<file path="src/rtl/com_pkg.sv">
// Shared definitions for the com_* packet link: header bytes, receive FSM state encoding, error bit positions.
package com_pkg;

    localparam logic [7:0] HEAD0_DEF = 8'h55;
    localparam logic [7:0] HEAD1_DEF = 8'hAA;

    localparam logic [3:0] ST_IDLE  = 4'd0;
    localparam logic [3:0] ST_HEAD0 = 4'd1;
    localparam logic [3:0] ST_HEAD1 = 4'd2;
    localparam logic [3:0] ST_BTYPE = 4'd3;
    localparam logic [3:0] ST_LENH  = 4'd4;
    localparam logic [3:0] ST_LENL  = 4'd5;
    localparam logic [3:0] ST_DATA  = 4'd6;
    localparam logic [3:0] ST_CSUM  = 4'd7;
    localparam logic [3:0] ST_DONE  = 4'd8;

    localparam int ERR_SUM = 0;
    localparam int ERR_LEN = 1;
    localparam int ERR_TMO = 2;

endpackage

</file>
<file path="src/rtl/com_pkt_tmo.sv">
// Inter-byte timeout counter: counts enabled idle cycles, saturates at TMO, clears on demand.
module com_pkt_tmo
    import com_pkg::*;
#(
    parameter logic [15:0] TMO = 16'd50000
) (
    input  logic clk,
    input  logic rst,
    input  logic clr,
    input  logic en,
    output logic expire
);

    logic [15:0] cnt;

    // NOTE: reset is tested inside the clocked block, so it is synchronous; state uses <= only.
    always_ff @(posedge clk) begin
        if (!rst) begin
            cnt <= '0;
        end else if (clr) begin
            cnt <= '0;
        end else if (en && cnt != TMO) begin
            cnt <= cnt + 16'd1;
        end
    end

    assign expire = (cnt == TMO);

endmodule

</file>
<file path="src/rtl/com_pkt_rx.sv">
// Receive framer: hunts the two-byte header, checks type/length/checksum and writes payload bytes to RAM.
module com_pkt_rx
    import com_pkg::*;
#(
    parameter logic [7:0]  HEAD0    = HEAD0_DEF,
    parameter logic [7:0]  HEAD1    = HEAD1_DEF,
    parameter logic [11:0] MAX_DLEN = 12'd2048,
    parameter logic [15:0] TMO      = 16'd50000
) (
    input  logic        clk,
    input  logic        rst,
    input  logic        fs,
    output logic        fd,
    input  logic [11:0] ram_addr_init,
    input  logic [7:0]  com_rxd,
    input  logic        rx_vld,
    output logic [3:0]  btype,
    output logic [11:0] dlen,
    output logic [2:0]  err,
    output logic [11:0] ram_txa,
    output logic [7:0]  ram_txd,
    output logic        ram_txe
);

    logic [3:0]  state;
    logic [11:0] base;
    logic [11:0] idx;
    logic [7:0]  sum;
    logic [3:0]  lenh;
    logic [3:0]  btype_q;
    logic        in_frame;
    logic        tmo_expire;
    logic [11:0] dlen_n;

    assign in_frame = (state == ST_BTYPE) || (state == ST_LENH) || (state == ST_LENL) ||
                      (state == ST_DATA)  || (state == ST_CSUM);
    assign dlen_n   = {lenh, com_rxd};
    assign fd       = (state == ST_DONE);

    com_pkt_tmo #(.TMO(TMO)) u_tmo (
        .clk    (clk),
        .rst    (rst),
        .clr    (rx_vld || !in_frame),
        .en     (in_frame),
        .expire (tmo_expire)
    );

    always_ff @(posedge clk) begin
        if (!rst) begin
            state   <= ST_IDLE;
            base    <= '0;
            idx     <= '0;
            sum     <= '0;
            lenh    <= '0;
            btype_q <= '0;
            btype   <= '0;
            dlen    <= '0;
            err     <= '0;
            ram_txa <= '0;
            ram_txd <= '0;
            ram_txe <= 1'b0;
        end else begin
            ram_txe <= 1'b0;
            case (state)
                ST_IDLE: begin
                    if (fs) begin
                        state <= ST_HEAD0;
                        base  <= ram_addr_init;
                        err   <= '0;
                    end
                end
                ST_DONE: begin
                    if (!fs) state <= ST_IDLE;
                end
                default: begin
                    // Abort wins over everything, then timeout, then byte handling.
                    if (!fs) begin
                        state <= ST_IDLE;
                    end else if (in_frame && tmo_expire) begin
                        err[ERR_TMO] <= 1'b1;
                        state        <= ST_DONE;
                    end else if (rx_vld) begin
                        case (state)
                            ST_HEAD0: begin
                                if (com_rxd == HEAD0) state <= ST_HEAD1;
                            end
                            ST_HEAD1: begin
                                if (com_rxd == HEAD1)      state <= ST_BTYPE;
                                else if (com_rxd == HEAD0) state <= ST_HEAD1;
                                else                       state <= ST_HEAD0;
                            end
                            ST_BTYPE: begin
                                if (com_rxd[7:4] != 4'd0) begin
                                    state <= ST_HEAD0;
                                end else begin
                                    btype_q <= com_rxd[3:0];
                                    sum     <= com_rxd;
                                    state   <= ST_LENH;
                                end
                            end
                            ST_LENH: begin
                                if (com_rxd[7:4] != 4'd0) begin
                                    state <= ST_HEAD0;
                                end else begin
                                    lenh  <= com_rxd[3:0];
                                    sum   <= sum + com_rxd;
                                    state <= ST_LENL;
                                end
                            end
                            ST_LENL: begin
                                sum   <= sum + com_rxd;
                                dlen  <= dlen_n;
                                btype <= btype_q;
                                if (dlen_n > MAX_DLEN) begin
                                    err[ERR_LEN] <= 1'b1;
                                    state        <= ST_DONE;
                                end else if (dlen_n == 12'd0) begin
                                    state <= ST_CSUM;
                                end else begin
                                    idx   <= '0;
                                    state <= ST_DATA;
                                end
                            end
                            ST_DATA: begin
                                sum     <= sum + com_rxd;
                                ram_txe <= 1'b1;
                                ram_txd <= com_rxd;
                                ram_txa <= base + idx;
                                idx     <= idx + 12'd1;
                                if (idx == dlen - 12'd1) state <= ST_CSUM;
                            end
                            ST_CSUM: begin
                                err[ERR_SUM] <= (com_rxd != sum);
                                state        <= ST_DONE;
                            end
                            default: state <= ST_IDLE;
                        endcase
                    end
                end
            endcase
        end
    end

endmodule

</file>
<file path="config.mk">
export PLATFORM = sky130hd
export DESIGN_NAME = com_pkt_rx
export DESIGN_NICKNAME = d
export VERILOG_FILES = /design/src/rtl/com_pkg.sv /design/src/rtl/com_pkt_tmo.sv /design/src/rtl/com_pkt_rx.sv
export SDC_FILE = /design/constraint.sdc
export NUM_CORES = 1
export LEC_CHECK = 0
export ABC_CLOCK_PERIOD_IN_PS = 3300
export BUFFER_PORTS_ARGS = -buffer_cell sky130_fd_sc_hd__buf_2
export CORE_ASPECT_RATIO = 1.5
export CORE_MARGIN = 2
export CORE_UTILIZATION = 54
export CTS_BUF_LIST = sky130_fd_sc_hd__clkbuf_8
export DETAILED_ROUTE_END_ITERATION = 7
export PLACE_DENSITY = 0.74
export SETUP_SLACK_MARGIN = 0.05
export SYNTH_ARGS = -nofsm -noshare
export SYNTH_HDL_FRONTEND = slang
export SYNTH_SLANG_ARGS = --single-unit
</file>
<file path="constraint.sdc">
create_clock -name clk -period 3.3 [get_ports clk]
set_input_delay 0.33 -clock clk [delete_from_list [all_inputs] [get_ports clk]]
set_output_delay 0.33 -clock clk [all_outputs]
set_load 0.02 [all_outputs]
</file>
==> results of run 1 <==
[placed cells by master (no fill, tap or decap), types with 3 or more instances in the layout]
master	n
a21oi_1	21
or3_1	11
o211a_1	7
and2_1	8
clkbuf_8	9
a21boi_0	28
o21a_1	7
nand3b_1	3
or2_2	5
xnor2_1	20
nand3_1	16
inv_1	24
nand2_1	101
o21ai_0	30
buf_2	64
a211oi_1	4
xor2_1	21
nor4_1	9
nor2_1	52
nor2b_1	34
dfxtp_1	100
nor3_1	17
a31oi_1	6
a21o_1	6
mux2i_1	29
ha_1	22
and3_1	8
nand4_1	5
o211ai_1	7
or4_1	4
buf_4	7
[final cells by class]
type / count / area [sq um]
Fill cell: 972 / 4125
Multi-Input combinational cell: 533 / 3498
Sequential cell: 100 / 2002
Timing Repair Buffer: 71 / 372.9
Tap cell: 144 / 180.2
Clock buffer: 9 / 123.9
Inverter: 24 / 90.09
Clock inverter: 7 / 82.58
[per-layer routing]
metal	global-route usage (%)	vias up	part of all wire, %
met5	0	-	0
met4	14.53	0	4.6
met3	4.238	45	4.0
met2	44.36	139	53
met1	27.10	2433	38
li1	-	2521	-
[how the worst max path moves through the flow]
stage / to / slack, ns
final: idx[7] / 0.52
after global placement: idx[11] / 0.65
after CTS: idx[7] / 0.54
after global routing: state[0] / 0.38
after detailed placement: idx[9] / 0.57
after floorplan: state[0] / 0.80
[through the flow]
| stage | power [mW] | cell area [sq um] | hold slack, ns |
|---|---|---|---|
| after floorplan | 1.477 | 5743 | 0.4478 |
| final | 2.381 | 6350 | 0.1892 |
| after detailed placement | 1.574 | 6143 | 0.4563 |
| after global routing | 2.481 | 6350 | 0.1762 |
| after CTS | 2.399 | 6350 | 0.1796 |
| after global placement | 1.566 | 6143 | 0.4483 |
[state kept, by name, indices dropped and copies added, names as in the netlist]
register,cells
u_tmo.cnt,16
idx,12
sum,8
dlen,12
ram_txa,12
lenh,4
err,3
base,12
ram_txe,1
btype,4
btype_q,4
ram_txd,8
state,4
[power groups by stage]
stage          Combinational (mW)  Clock (mW)  Sequential (mW)
6_report                    0.287       0.834             1.26
5_1_grt                     0.315       0.900             1.27
4_1_cts                     0.287       0.852             1.26
3_5_place_dp                0.286           0             1.29
3_3_place_gp                0.278           0             1.29
2_1_floorplan               0.203           0             1.27
[worst register-to-register path, delay by kind of cell (launching register included)]
| family | cells | cell delay (ns) |
|---|---|---|
| XOR/XNOR | 1 | 0.18 |
| AND/OR/NAND/NOR | 5 | 1.87 |
| flip-flops | 1 | 0.36 |
| AO/OA/AOI/OAI | 1 | 0.25 |
[cell families after synthesis]
family,after synthesis
and+or+nand+nor,293
AOI/OAI and AO/OA,146
buffers and inverters,58
DFF,100
xor gates and xnor gates,41
muxes,29
adders and majority gates,24
==> results.sh, run 1 <==
export IMPL_die_h_um=130.3
export IMPL_power_density_nw_per_um2=375.0
export IMPL_synth_top_cells_by_count="nand2_1, dfxtp_1, nor2_1"
export IMPL_synth_area_mux_share_pct=5.054
export IMPL_synth_cell_types=76
export IMPL_synth_top_family_by_area="simple AND/OR/NAND/NOR gates"
export IMPL_skew_ns=0.01142
export IMPL_cts_root_buffer="clkbuf_8"
export IMPL_synth_compound_gate_area_share_pct=17.93
export IMPL_r2r_end="idx[7]"
export IMPL_critPathArrivalTime_ns=3.03
export IMPL_fmax_mhz=359.6
export IMPL_p_int_mw=1.705
export IMPL_h_tree_depth=3
export IMPL_path_class="register to register"
export IMPL_tightest_slew_ns=0.6280
export IMPL_grtUsageTotal_pct=24.88
export IMPL_drv_slew=0
export IMPL_yosysMostFrequentCell="nand2_1"
export IMPL_cts_hold_buf=0
export IMPL_synthAdderAreaFrac_pct=5.490
export IMPL_synth_top_flop_cell="dfxtp_1"
export IMPL_critPathCaptureType="register"
export IMPL_cts_sinks=100
export IMPL_fin_cells=888
export IMPL_startpoint_type="register"
export IMPL_synth_edf_count=0
export IMPL_antenna_found_initial=0
export IMPL_dieWidth_um=88.20
export IMPL_cp_top_family="simple AND/OR/NAND/NOR gates"
export IMPL_drcViolationCount=0
export IMPL_firstDrtPassIters=5
export IMPL_vias=5138
export IMPL_crit_required_ns=3.55
export IMPL_avgRoutedWirePerCell_um=15.86
export IMPL_grt_max_degree=52
export IMPL_path_buf_inv=0
export IMPL_io_buffers=64
export IMPL_synth_seq_cells=100
export IMPL_fin_tns_setup_ns=0
export IMPL_grt_pass1_vias=4846
export IMPL_route_antenna_remaining_nets=0
export IMPL_viasPerCell=5.786
export IMPL_synth_nets=739
export IMPL_nets=787
export IMPL_grt_pass1_wl_mm=22.46
export IMPL_syn2layout_area_growth_pct=10.57
export IMPL_clk_latency_ns=0.38
export IMPL_core_sq_um=10480
export IMPL_dpl_cell_count=872
export IMPL_status="complete, no violations"
export IMPL_cts_max_path_buffers=2
export IMPL_crit_chain="or4_1 > or4_4 > o21ai_4 > or3_1 > nor3_1 > xnor2_1 > nor2_1"
export IMPL_async_reset_ff_share_pct=0
export IMPL_r2r_start="u_tmo.cnt[2]"
export IMPL_path_depth=7
export IMPL_seq_area_frac_synth_pct=34.86
export IMPL_finalSetupViolations=0
export IMPL_dpl_hpwl_mm=10.50
export IMPL_rr_worst_depth=7
export IMPL_synthesis_instances=691
export IMPL_max_slew_margin_pct=57.75
export IMPL_place_congestion=0.8864
export IMPL_min_to="base[2]"
export IMPL_crit_start="u_tmo.cnt[2]"
export IMPL_rsz0062_at_grt="no"
export IMPL_pin_count=65
export IMPL_netlist_area_sq_um=5743
export IMPL_hp_class="input pin to register"
export IMPL_max_vdd_ir_drop_uv=279.0
export IMPL_cts_tree="built"
export IMPL_worst_path_max_fanout=15
export IMPL_synth_xor_area_share_pct=6.253
export IMPL_initial_core_util_pct=54.83
export IMPL_totalWireLength_mm=14.09
export IMPL_cts_resized=0
export IMPL_synth_warnings=0
export IMPL_dieArea_sq_um=11490
export IMPL_drive_gt1_share_pct=14.52
export IMPL_swShare_pct=28.40
export IMPL_p_sw_uw=676.1
export IMPL_n_antenna_cell=0
export IMPL_ff2ff_setup_slack_ns=0.52
export IMPL_final_core_util_pct=60.62
export IMPL_cts_buffers=9
export IMPL_hold_violations=0
export IMPL_cpPeakStageDelay_ns=0.61
export IMPL_drt_iter0_drc=212
export IMPL_rows=46
export IMPL_synth_area_leaders="dfxtp_1, nand2_1, mux2i_1"
export IMPL_clkSlewWorstSetupHoldPaths_ns=0.11
export IMPL_grt_ovfl_total=0
export IMPL_hold_start="ram_addr_init[2]"
export IMPL_whs_path_depth=3
export IMPL_pwr_share_seq_pct=52.9
export IMPL_min_period_over_period_pct=84.27
export IMPL_clkPwrFrac_pct=35.0
export IMPL_synth_simple_area_share_pct=26.19
export IMPL_pwr_share_comb_pct=12.1
export IMPL_total_leakage_power_nw=2.554
export IMPL_min_period_ns=2.781
export IMPL_slowest_stage="or4_4"
export IMPL_layout_setup_ws_ns=0.5193
export IMPL_synth_top_area_share_pct=34.86
export IMPL_dp_slack_ns=0.5678
export IMPL_syn_area_per_cell_sq_um=8.311
export IMPL_max_cap_violations=0
export IMPL_synth_top_area_cell="dfxtp_1"
export IMPL_post_cts_buffers=0
(Power assumes the default switching activity.)
==> run 2, diff against run 1 <==
- ABC_CLOCK_PERIOD_IN_PS: 3300 -> 2500
- PLACE_DENSITY: 0.74 -> 0.76
- clock period: 3.3 -> 2.5 ns (I/O delays scaled with it)
==> run 2 against run 1 <==
  * Sequential cell count is the same
  * The flow now finishes with violations (setup timing)
  * Non-clock buffer count up 57
  * Die area unchanged
  * Maximum frequency increased by 10%
  * Highest routed layer unchanged
  * Combinational power is 68% higher
  * Routed wire length is 10% higher
  * Register-to-register slack got worse by 0.54 ns
  * Count of clock-buffer cells in the layout unchanged
  * Via count is 4.4% higher
  * Core utilization is 6.5 points higher
  * Global-route usage grew 1.4 points
==> results.sh, run 2 (synthesis gave the netlist of run 1 again) <==
export IMPL_clk_latency_ns=0.38
export IMPL_min_period_ns=2.522
export IMPL_fmax_mhz=396.5
export IMPL_dp_slack_ns=-0.08856
export IMPL_drv_slew=0
export IMPL_place_area_sq_um=6497
export IMPL_path_buf_inv=3
export IMPL_fin_tns_setup_ns=-0.03222
export IMPL_final_cell_mix="nand2_1, dfxtp_1, buf_2"
export IMPL_cts_buffers=9
export IMPL_drive_gt1_share_pct=23.60
export IMPL_startpoint_type="register"
export IMPL_grt_pass1_vias=4970
export IMPL_largest_register="u_tmo.cnt"
export IMPL_clkPwrFrac_pct=34.3
export IMPL_grtUsageTotal_pct=26.23
export IMPL_r2r_start="u_tmo.cnt[7]"
export IMPL_min_period_over_period_pct=100.9
export IMPL_dpl_hpwl_mm=11.46
export IMPL_path_depth=9
export IMPL_holdWs_ns=0.1071
export IMPL_critPathCaptureType="register"
export IMPL_drcViolationCount=0
export IMPL_dieWidth_um=88.20
export IMPL_antenna_found_initial=0
export IMPL_ff2ff_setup_slack_ns=-0.02
export IMPL_pwr_share_comb_pct=14.8
export IMPL_crit_required_ns=2.76
export IMPL_cp_top_family="simple AND/OR/NAND/NOR gates"
export IMPL_tightest_slew_ns=0.7832
export IMPL_whs_path_depth=3
export IMPL_skew_ns=0.01068
export IMPL_die_h_um=130.3
export IMPL_pin_count=65
export IMPL_grt_ovfl_total=0
export IMPL_slowest_stage="or4_4"
export IMPL_critPathArrivalTime_ns=2.79
export IMPL_rr_worst_depth=9
export IMPL_status="complete, but fails checks"
export IMPL_route_antenna_remaining_nets=0
export IMPL_vias=5365
export IMPL_syn2layout_area_growth_pct=22.40
export IMPL_grt_pass1_wl_mm=23.51
export IMPL_grt_max_degree=79
export IMPL_n_antenna_cell=0
export IMPL_hp_class="input pin to register"
export IMPL_max_slew_margin_pct=47.59
export IMPL_core_sq_um=10480
export IMPL_firstDrtPassIters=6
export IMPL_max_cap_violations=0
export IMPL_p_sw_uw=867.6
export IMPL_io_buffers=64
export IMPL_totalWireLength_mm=15.52
export IMPL_path_class="register to register"
export IMPL_drt_iter0_drc=258
export IMPL_r2r_end="idx[0]"
export IMPL_final_common_cell="nand2_1"
export IMPL_crit_chain="or4bb_4 > or4_4 > o21ai_4 > buf_6 > or3_4 > buf_8 > buf_6 > xor2_1 > nor2_1"
export IMPL_cts_tree="built"
export IMPL_dieArea_sq_um=11490
export IMPL_cts_sinks=100
export IMPL_swShare_pct=26.66
export IMPL_initial_core_util_pct=54.83
export IMPL_worst_path_max_fanout=6
export IMPL_rsz0062_at_grt="yes"
export IMPL_design_area_sq_um=7029
export IMPL_cts_root_buffer="clkbuf_8"
export IMPL_h_tree_depth=3
export IMPL_power_density_nw_per_um2=463.0
export IMPL_p_int_mw=2.387
export IMPL_violations="setup timing"
export IMPL_avgRoutedWirePerCell_um=16.43
export IMPL_critical_path_most_common_cell="buf_6"
export IMPL_hold_violations=0
export IMPL_cts_max_path_buffers=2
export IMPL_rows=46
export IMPL_largest_reg_flops=16
export IMPL_cts_hold_buf=0
export IMPL_max_vdd_ir_drop_uv=320.7
export IMPL_finalSetupViolations=2
export IMPL_cpPeakStageDelay_ns=0.57
export IMPL_viasPerCell=5.677
export IMPL_nets=846
export IMPL_layout_setup_ws_ns=-0.02206
export IMPL_total_leakage_power_nw=2.914
export IMPL_clkSlewWorstSetupHoldPaths_ns=0.10
export IMPL_min_to="base[6]"
export IMPL_place_congestion=0.9174
export IMPL_pwr_share_seq_pct=50.9
export IMPL_hold_start="ram_addr_init[6]"
-- run 2: cell types whose count changed in the layout (fill, tap and decap cells not counted), moves of 3 or more --
cell and change:
buf_6 +8, dfxtp_2 +7, a21oi_1 -4, buf_4 +45
dfxtp_1 -7, nor3_1 -3, a21oi_2 +4
-- run 2: area by class of cell --
| cell class | instances | area, sq um |
|---|---|---|
| Multi-Input combinational cell | 535 | 3664 |
| Fill cell | 885 | 3446 |
| Sequential cell | 100 | 2011 |
| Timing Repair Buffer | 128 | 880.8 |
| Tap cell | 144 | 180.2 |
| Clock buffer | 9 | 123.9 |
| Inverter | 24 | 90.09 |
| Clock inverter | 5 | 80.08 |
-- run 2: per-layer routing --
layer	global-route usage [%]	share of wire (%)	up-vias
li1	-	-	2651
met1	28.16	39	2493
met2	48.52	53	169
met3	2.783	3.8	52
met4	15.15	4.9	0
met5	0	0	-
-- run 2: power by group through the flow --
| stage | logic [mW] | registers (mW) | clock network, mW |
|---|---|---|---|
| finish | 0.482 | 1.66 | 1.12 |
| global placement | 0.425 | 1.69 | 0 |
| global route | 0.527 | 1.66 | 1.19 |
| CTS | 0.438 | 1.65 | 1.13 |
| detailed placement | 0.429 | 1.69 | 0 |
| floorplan | 0.267 | 1.68 | 0 |
-- run 2: per-stage QoR --
stage	total power [mW]	utilization [%]	std cells
finish	3.254	67.10	945
global route	3.377	67.10	945
global placement	2.115	62.03	915
floorplan	1.949	-	691
CTS	3.224	64.39	930
detailed placement	2.120	62.03	915
-- run 2: how the worst max path moves through the flow --
stage	to	from	slack, ns
6_report	idx[0]	u_tmo.cnt[7]	-0.02
5_1_grt	idx[0]	u_tmo.cnt[6]	-0.07
4_1_cts	sum[7]	u_tmo.cnt[10]	0.006
3_5_place_dp	state[0]	dlen[1]	-0.09
3_3_place_gp	state[0]	dlen[1]	-0.03
2_1_floorplan	state[0]	dlen[1]	0.06
-- run 2: repair_timing --
| item | in CTS | in global routing |
|---|---|---|
| setup buffers | 1 | 12 |
| resized for setup | 7 | 40 |
| gates cloned | 0 | 3 |
| endpoints found under the setup margin | 25 | 63 |
| pin swaps | 3 | 24 |
-- run 2: worst min-delay path, delay by kind of cell --
family / cells / cell delay, ns
buffers and inverters: 1 / 0.09
and+or+nand+nor: 1 / 0.04
AOI/OAI and AO/OA: 1 / 0.06
